## config.mk

```make
export PLATFORM = sky130hd
export DESIGN_NAME = softmax_row_sched
export DESIGN_NICKNAME = d
export VERILOG_FILES = /design/src/rtl/softmax_row_sched.sv
export SDC_FILE = /design/constraint.sdc
export NUM_CORES = 1
export LEC_CHECK = 0
export CAP_MARGIN = 0
export CORE_ASPECT_RATIO = 1.1
export CORE_UTILIZATION = 35
export DETAILED_ROUTE_END_ITERATION = 7
export PLACE_DENSITY_LB_ADDON = 0.2
export SLEW_MARGIN = 30
export SYNTH_ARGS = -nofsm -noshare
export SYNTH_HDL_FRONTEND = slang
export SYNTH_HIERARCHICAL = 1
export SYNTH_SLANG_ARGS = --single-unit
```

## constraint.sdc

```tcl
create_clock -name I_CLK -period 2.9 [get_ports I_CLK]
set_input_delay 0.435 -clock I_CLK [delete_from_list [all_inputs] [get_ports I_CLK]]
set_output_delay 0.435 -clock I_CLK [all_outputs]
set_load 0.005 [all_outputs]
```

## src/rtl/softmax_row_sched.sv

```systemverilog
// softmax_row_sched: walks a job of score rows through an external softmax
// unit. For each row it reads the score buffer, presents the row to the
// softmax unit with a level start, waits for the result (bounded by TIMEOUT)
// and writes it to the result buffer at the same row index.
//
// Ports
//   I_CLK / I_RST_N            clock, async active-low reset
//   I_START, I_ROWS            job start pulse and row count (0 = empty job)
//   O_BUSY, O_DONE, O_ERR      status; O_ERR is a sticky timeout flag
//   O_RD_EN/ADDR, I_RD_DATA    score-buffer read (data one cycle after strobe)
//   O_SM_START/DATA            softmax operand, start held high only in RUN
//   I_SM_VLD/DATA              softmax result
//   O_WR_EN/ADDR/DATA          result-buffer write

// One element lane: holds the softmax operand and the captured result.
module softmax_row_sched_lane #(
  parameter int D_W = 16
) (
  input  logic           i_clk,
  input  logic           i_rst_n,
  input  logic           i_ld_op,
  input  logic           i_ld_res,
  input  logic [D_W-1:0] i_rd_data,
  input  logic [D_W-1:0] i_sm_data,
  output logic [D_W-1:0] o_op,
  output logic [D_W-1:0] o_res
);
  always_ff @(posedge i_clk or negedge i_rst_n) begin
    if (!i_rst_n) begin
      o_op  <= '0;
      o_res <= '0;
    end else begin
      if (i_ld_op)  o_op  <= i_rd_data;
      if (i_ld_res) o_res <= i_sm_data;
    end
  end
endmodule

module softmax_row_sched #(
  parameter int D_W     = 16,
  parameter int DIM     = 4,
  parameter int ROW_AW  = 6,
  parameter int TIMEOUT = 1023
) (
  input  logic                 I_CLK,
  input  logic                 I_RST_N,
  input  logic                 I_START,
  input  logic [ROW_AW:0]      I_ROWS,
  output logic                 O_BUSY,
  output logic                 O_DONE,
  output logic                 O_ERR,
  output logic                 O_RD_EN,
  output logic [ROW_AW-1:0]    O_RD_ADDR,
  input  logic [D_W*DIM-1:0]   I_RD_DATA,
  output logic                 O_SM_START,
  output logic [D_W*DIM-1:0]   O_SM_DATA,
  input  logic                 I_SM_VLD,
  input  logic [D_W*DIM-1:0]   I_SM_DATA,
  output logic                 O_WR_EN,
  output logic [ROW_AW-1:0]    O_WR_ADDR,
  output logic [D_W*DIM-1:0]   O_WR_DATA
);
  localparam int CNT_W = $clog2(TIMEOUT + 1);

  typedef enum logic [2:0] {
    S_IDLE, S_READ, S_LOAD, S_RUN, S_WRITE, S_DONE
  } state_t;

  state_t               r_state, w_next;
  logic [ROW_AW:0]      r_rows;
  logic [ROW_AW-1:0]    r_idx;
  logic [CNT_W-1:0]     r_cnt;
  logic                 r_err;

  logic                 w_start_acc;
  logic                 w_last;
  logic                 w_tmo;
  logic                 w_ld_op;
  logic                 w_ld_res;

  logic [DIM-1:0][D_W-1:0] w_rd, w_sm, w_op, w_res;

  assign w_start_acc = (r_state == S_IDLE) && I_START;
  assign w_last      = ({1'b0, r_idx} == r_rows - (ROW_AW+1)'(1));
  // True on the RUN cycle whose missing valid would bring the count to TIMEOUT.
  assign w_tmo       = (r_cnt == CNT_W'(TIMEOUT - 1));
  assign w_ld_op     = (r_state == S_LOAD);
  // A valid on the timeout cycle still wins: the capture has priority.
  assign w_ld_res    = (r_state == S_RUN) && I_SM_VLD;

  always_comb begin
    w_next = r_state;
    unique case (r_state)
      S_IDLE:  if (I_START) w_next = (I_ROWS == '0) ? S_DONE : S_READ;
      S_READ:  w_next = S_LOAD;
      S_LOAD:  w_next = S_RUN;
      S_RUN:   if (I_SM_VLD) w_next = S_WRITE;
               else if (w_tmo) w_next = S_DONE;
      S_WRITE: w_next = w_last ? S_DONE : S_READ;
      S_DONE:  w_next = S_IDLE;
      default: w_next = S_IDLE;
    endcase
  end

  always_ff @(posedge I_CLK or negedge I_RST_N) begin
    if (!I_RST_N) begin
      r_state <= S_IDLE;
      r_rows  <= '0;
      r_idx   <= '0;
      r_cnt   <= '0;
      r_err   <= 1'b0;
    end else begin
      r_state <= w_next;
      if (w_start_acc) begin
        r_rows <= I_ROWS;
        r_idx  <= '0;
        r_err  <= 1'b0;
      end
      if (r_state == S_WRITE && !w_last) r_idx <= r_idx + ROW_AW'(1);
      // LOAD always precedes RUN, so clearing here is clearing on RUN entry.
      if (r_state == S_LOAD) r_cnt <= '0;
      else if (r_state == S_RUN && !I_SM_VLD) r_cnt <= r_cnt + CNT_W'(1);
      if (r_state == S_RUN && !I_SM_VLD && w_tmo) r_err <= 1'b1;
    end
  end

  assign w_rd = I_RD_DATA;
  assign w_sm = I_SM_DATA;

  for (genvar l = 0; l < DIM; l++) begin : g_lane
    softmax_row_sched_lane #(.D_W(D_W)) u_lane (
      .i_clk     (I_CLK),
      .i_rst_n   (I_RST_N),
      .i_ld_op   (w_ld_op),
      .i_ld_res  (w_ld_res),
      .i_rd_data (w_rd[l]),
      .i_sm_data (w_sm[l]),
      .o_op      (w_op[l]),
      .o_res     (w_res[l])
    );
  end

  // Status and strobes decode straight from state, so reset drops them
  // asynchronously with the state register.
  assign O_BUSY     = (r_state != S_IDLE);
  assign O_DONE     = (r_state == S_DONE);
  assign O_ERR      = r_err;
  assign O_RD_EN    = (r_state == S_READ);
  assign O_RD_ADDR  = r_idx;
  assign O_SM_START = (r_state == S_RUN);
  assign O_SM_DATA  = w_op;
  assign O_WR_EN    = (r_state == S_WRITE);
  assign O_WR_ADDR  = r_idx;
  assign O_WR_DATA  = w_res;
endmodule

```

==> results of run 1 <==
[state kept, by name (all words and copies together) (netlist names)]
register,count
O_ERR,1
O_RD_ADDR,6
g_lane.u_lane/o_op,64
g_lane.u_lane/o_res,64
r_cnt,10
r_rows,7
r_state,3
[area by class of cell]
class	count	area (µm²)
Timing Repair Buffer	292	2954
Fill cell	1599	8737
Tap cell	247	309.0
Multi-Input combinational cell	246	2572
Clock inverter	14	181.4
Inverter	7	26.28
Clock buffer	18	439.2
Sequential cell	155	3879
[worst max path at each step]
stage / start / endpoint / slack [ps]
2_1_floorplan: r_rows[0] / O_RD_ADDR[5] / 660
3_3_place_gp: r_rows[0] / O_RD_ADDR[5] / 510
3_5_place_dp: r_rows[0] / O_RD_ADDR[4] / 380
4_1_cts: r_rows[0] / O_RD_ADDR[4] / 370
5_1_grt: r_rows[0] / O_RD_ADDR[4] / 250
6_report: r_rows[0] / O_RD_ADDR[4] / 380
[logic make-up (layout without fill, tap and decap cells)]
kind of cell / count (synthesis) / count (layout)
compound gates: 22 / 22
simple gates: 70 / 70
fa+ha+maj: 4 / 4
buf+inv: 36 / 331
mux: 136 / 136
xor+xnor: 14 / 14
flops: 155 / 155
[report_power, final]
group	leakage (nW)	switching [W]	internal (W)
clock network	0.296	0.000945	0.00140
logic	2.25	0.00164	0.00353
registers	1.86	0.000653	0.00320
total	4.41	0.00323	0.00813
[layout by cell type, fill, tap and decap left out, types with 3 or more instances in the layout]
cell type / n
clkdlybuf4s50_1: 283
dfrtp_1: 155
mux2_4: 80
mux2_2: 55
clkbuf_16: 17
nor2_1: 16
nand2_1: 11
nand3_1: 10
xor2_1: 10
nor3_1: 9
inv_1: 7
o21ai_0: 5
inv_6: 5
nand4_1: 4
xnor2_1: 4
ha_1: 4
buf_12: 4
buf_4: 4
o31ai_1: 3
clkinvlp_4: 3
bufinv_16: 3
[worst reg2reg max path, cell delays in order, from the launching register on]
cell,delay (ps)
dfrtp_1,410
inv_1,90
ha_1,280
nor2b_1,160
or3_1,310
a32o_2,300
o31ai_4,470
nor3_1,120
a211o_1,280
[through the flow]
step	cell area [µm²]	total power (W)	setup slack (ps)
finish	10360	0.01136	379.9
global route	10360	0.01200	249.8
CTS	10360	0.01151	371.5
detailed placement	9741	0.009094	384.6
global placement	9741	0.008946	508.0
floorplan	6800	0.006617	655.1
[layer usage]
| layer | up-vias | GRT usage (%) | wire [µm] |
|---|---|---|---|
| met5 | - | 0 | 0 |
| met4 | 0 | 6.573 | 377 |
| met3 | 24 | 4.465 | 939 |
| met2 | 143 | 29.61 | 8730 |
| met1 | 2289 | 20.05 | 6876 |
| li1 | 2103 | - | - |
==> out/metrics.csv, run 1 <==
metric,value,unit
area share of and/or/nand/nor cells after synthesis,5.685,%
total gr overflow,0,
Final Max Tran Viols,0,
RePlAce Congestion,0.7769,
Max IR drop VDD,0.4743,mV
die area,19990,µm²
total number of vias,4559,
CP arrival,2830,ps
clk slew on worst S/H paths,60,ps
Nets,862,
mux share of post-synthesis cell area,26.92,%
CTS tree,done,
skew final,7.044,ps
most common cell in the netlist,dfrtp_1,
post-cts resize count,0,
clock root buffer,clkbuf_16,
leakage power total,4.408,nW
r2r worst-path depth,8,
Mapped Nets,580,
Crit path required time,3210,ps
P&R area growth vs syn,52.36,%
Seq cells post-synth,155,
largest cells by area after synthesis,"dfrtp_1 57%, mux2_4 18%, mux2_2 9.1%",
post-synthesis sequential area ratio,57.04,%
Post-CTS Hold Buffers,0,
HPWL Detailed,12.27,mm
setup_tns,0,ps
GRT Util Overall,17.05,%
routed wire length,16.92,mm
synth unique cells,49,
Main synth FF type,dfrtp_1,
worst skew pair latency,410,ps
layout cells sized above 1,25.41,%
DR WL/cell,17.29,µm
pin count of the biggest net entering global routing,75,
average size of a mapped cell,15.56,µm²
Max Cap Viol,0,
final setup violation count,0,
cell taking the most area after synthesis,dfrtp_1,
cell family with most CP delay,compound AO/OA/AOI/OAI gates,
Post-synth EDFFs,0,
top post-synthesis cells by count,"155 x dfrtp_1, 80 x mux2_4, 55 x mux2_2",
IO Count,285,
type of origin of the critical path,flip-flop,
post-synthesis cell area,6800,µm²
DRC,0,
Num CTS Buffers,17,
Inst Count DP,947,
initial antenna violation count,0,
first-pass GRT wire length,25.99,mm
status,completed,
pwr/cell area,1096,nW/µm²
crit end category,flip-flop,
clock buffer depth,2,
Hold Crit Class,primary input to asynchronous set/reset pin,
RSZ-0062 raised after global routing,no,
Ant. Diodes,0,
vias in the first global route,4711,
"reg-to-reg slack, setup",380,ps
Final period util,86.90,%
Mapped Cells,437,
largest family of logic cells by synthesized area,multiplexers,
# clock sinks,155,
Final Hold Vio Count,0,
length of the first detailed-routing pass in iterations,6,
fmax,0.3968,GHz
Core Rows,53,
hold_ws,28.36,ps
post-synthesis xor/xnor area fraction,1.803,%
post-layout util,54.25,%
Worst Path Buf+Inv,1,
critical path's slowest cell,o31ai_4,
Finished Layout Cells,979,
Crit Path Class,flip-flop to flip-flop,
Post-CTS Setup Bufs,0,
chip height,148.2,µm
H-tree Lvls,4,
Yosys Warn Count,6,
port buffer count,284,
CP max FO,12,
vias per cell,4.657,
post-synthesis adder-cell area fraction,0.7360,%
compound-gate portion of the synthesized area,2.576,%
"Async S/R FF share, synth",100.0,%
Core Box Area,19100,µm²
top cell type's share of synthesized area,57.04,%
post-route ant nets,0,
relative slew slack,55.27,%
initial drt markers,133,
initial cell density of the core,35.61,%
die span in x,134.9,µm
Worst Tran Pin Value,670.9,ps
critical path cell sequence,inv_1 > ha_1 > nor2b_1 > or3_1 > a32o_2 > o31ai_4 > nor3_1 > a211o_1,
number of cells on the critical path,8,
reg2reg start,r_rows[0],
CP max stage delay,470,ps
fin crit period,2520,ps
Worst R2R End,O_RD_ADDR[4],
No activity file was read; power rests on OpenSTA's default activity.
==> inputs of run 2 (changes only) <==
--- a/config.mk
+++ b/config.mk
@@ -9,6 +9,7 @@
 export CORE_ASPECT_RATIO = 1.1
 export CORE_UTILIZATION = 35
 export DETAILED_ROUTE_END_ITERATION = 7
+export DONT_BUFFER_PORTS = 1
 export PLACE_DENSITY_LB_ADDON = 0.2
 export SLEW_MARGIN = 30
 export SYNTH_ARGS = -nofsm -noshare
==> run 2 against run 1 <==
Effect of this change: design area is 28% lower; critical endpoint is now O_RD_ADDR[5]; setup slack worse by 19 ps; via count is 24% lower; die area stayed put; cell count is 29% lower; first-iteration DRC count is 28% lower; total power is 20% lower; wire length is 18% lower; sequential power is 8.3% higher; clock skew is 4.5 ps higher; worst hold slack worse by 320 ps; the flow now finishes with violations (negative hold slack).
==> out/metrics.csv, run 2 (synthesized netlist as in run 1, its figures left out) <==
metric,value,unit
relative slew slack,49.67,%
Max IR drop VDD,0.4295,mV
die area,19990,µm²
hold_ws,-290.8,ps
pin count of the biggest net entering global routing,156,
post-route ant nets,0,
HPWL Detailed,9.886,mm
setup_tns,0,ps
Final Max Tran Viols,0,
type of origin of the critical path,flip-flop,
skew final,11.53,ps
routed wire length,13.90,mm
Crit Path Class,flip-flop to flip-flop,
chip height,148.2,µm
Final Hold Vio Count,155,
GRT Util Overall,13.92,%
Hold Crit Class,primary input to asynchronous set/reset pin,
fin crit period,2539,ps
die span in x,134.9,µm
vias in the first global route,3745,
r2r worst-path depth,8,
DRC,0,
Final period util,87.56,%
vias per cell,4.964,
leakage power total,3.298,nW
CTS tree,done,
post-cts resize count,0,
# clock sinks,155,
H-tree Lvls,4,
Max Cap Viol,0,
DR WL/cell,19.91,µm
Ant. Diodes,0,
"commonest non-fill, non-tap cell in the layout",dfrtp_1,
initial cell density of the core,35.61,%
CP arrival,2840,ps
clock root buffer,clkbuf_16,
Nets,581,
port buffer count,0,
post-layout util,39.12,%
clk slew on worst S/H paths,70,ps
Crit path required time,3200,ps
FILL cells,1814,
reg2reg start,r_rows[0],
most frequent cells in the layout,"155 x dfrtp_1, 80 x mux2_4, 55 x mux2_2",
Worst Tran Pin Value,751.6,ps
length of the first detailed-routing pass in iterations,4,
Setup WS post-layout,360.7,ps
first-pass GRT wire length,21.15,mm
clock buffer depth,2,
RePlAce Congestion,0.7702,
layout cells sized above 1,41.24,%
RSZ-0062 raised after global routing,no,
worst skew pair latency,410,ps
CP max FO,12,
Core Box Area,19100,µm²
Post-CTS Setup Bufs,0,
critical path cell sequence,inv_1 > ha_1 > nor2b_1 > or3_1 > a32o_2 > o31ai_4 > nor3_1 > a211o_1,
pwr/cell area,1222,nW/µm²
Core Rows,53,
Worst Setup SP,r_rows[0],
total gr overflow,0,
P&R area growth vs syn,9.862,%
"Design Area, Final",7471,µm²
failing checks,negative hold slack,
critical path's slowest cell,o31ai_4,
Top Registers,"g_lane.u_lane/o_op x64, g_lane.u_lane/o_res x64, r_cnt x10",
crit end category,flip-flop,
Num CTS Buffers,17,
initial antenna violation count,0,
total number of vias,3465,
fmax,0.3938,GHz
status,"complete, but fails checks",
CP max stage delay,470,ps
Setup WS pre-CTS,412.9,ps
initial drt markers,96,
IO Count,285,
DP Area,6907,µm²
final setup violation count,0,
==> run 2: cell types whose count changed in the layout (fill, tap and decap cells not counted), moves of 2 or more <==
cell,previous run,this run
clkinvlp_4,3,1
buf_4,4,8
clkbuf_1,0,2
bufinv_16,3,1
clkdlybuf4s50_1,283,0
==> run 2: layout make-up <==
cell class / count / area, µm² / area share, %
repair buffers: 11 / 120.1 / 1.608
flip-flops and latches: 155 / 3879 / 51.92
multi-input cells: 246 / 2572 / 34.43
clock inverters: 13 / 131.4 / 1.758
clock buffers: 19 / 432.9 / 5.795
inverters: 7 / 26.28 / 0.3517
well taps: 247 / 309.0 / 4.137
==> run 2: per-layer routing <==
layer  up-vias  part of all wire [%]  GRT usage (%)
met5         -                     0              0
met4         0                   1.5          6.348
met3        11                   8.6          4.806
met2       157                    53          24.15
met1      1756                    37          15.26
li1       1541                     -              -
==> run 2: metrics by stage <==
| step | instances | power [W] |
|---|---|---|
| finish | 698 | 0.009132 |
| global route | 698 | 0.009676 |
| CTS | 698 | 0.009273 |
| detailed placement | 666 | 0.007070 |
| global placement | 666 | 0.006972 |
| floorplan | 437 | 0.006617 |
==> run 2: worst paths after layout <==
kind,endpoint,slack (ps)
worst max-delay path,O_RD_ADDR[5],360
worst min register to register,g_lane[1].u_lane/o_op[12],530
worst min-delay path,g_lane[2].u_lane/o_op[4],-290
min in group I_CLK,r_state[0],110
max in group asynchronous,g_lane[3].u_lane/o_res[12],2980
worst max register to register,O_RD_ADDR[5],360
==> run 2: report_power, final <==
group	total [W]	leakage, nW	internal, W	switching (W)
combinational	0.00283	1.16	0.00184	0.000991
sequential	0.00417	1.86	0.00321	0.000963
clock	0.00213	0.277	0.00121	0.000927
==> run 2: critical path, delay by kind of cell, from the launching register on <==
| family | cells | cell delay [ps] |
|---|---|---|
| buffers and inverters | 1 | 80 |
| AO/OA/AOI/OAI | 3 | 1060 |
| AND/OR/NAND/NOR | 3 | 590 |
| adder cells (fa/ha/maj) | 1 | 280 |
| flip-flops | 1 | 400 |
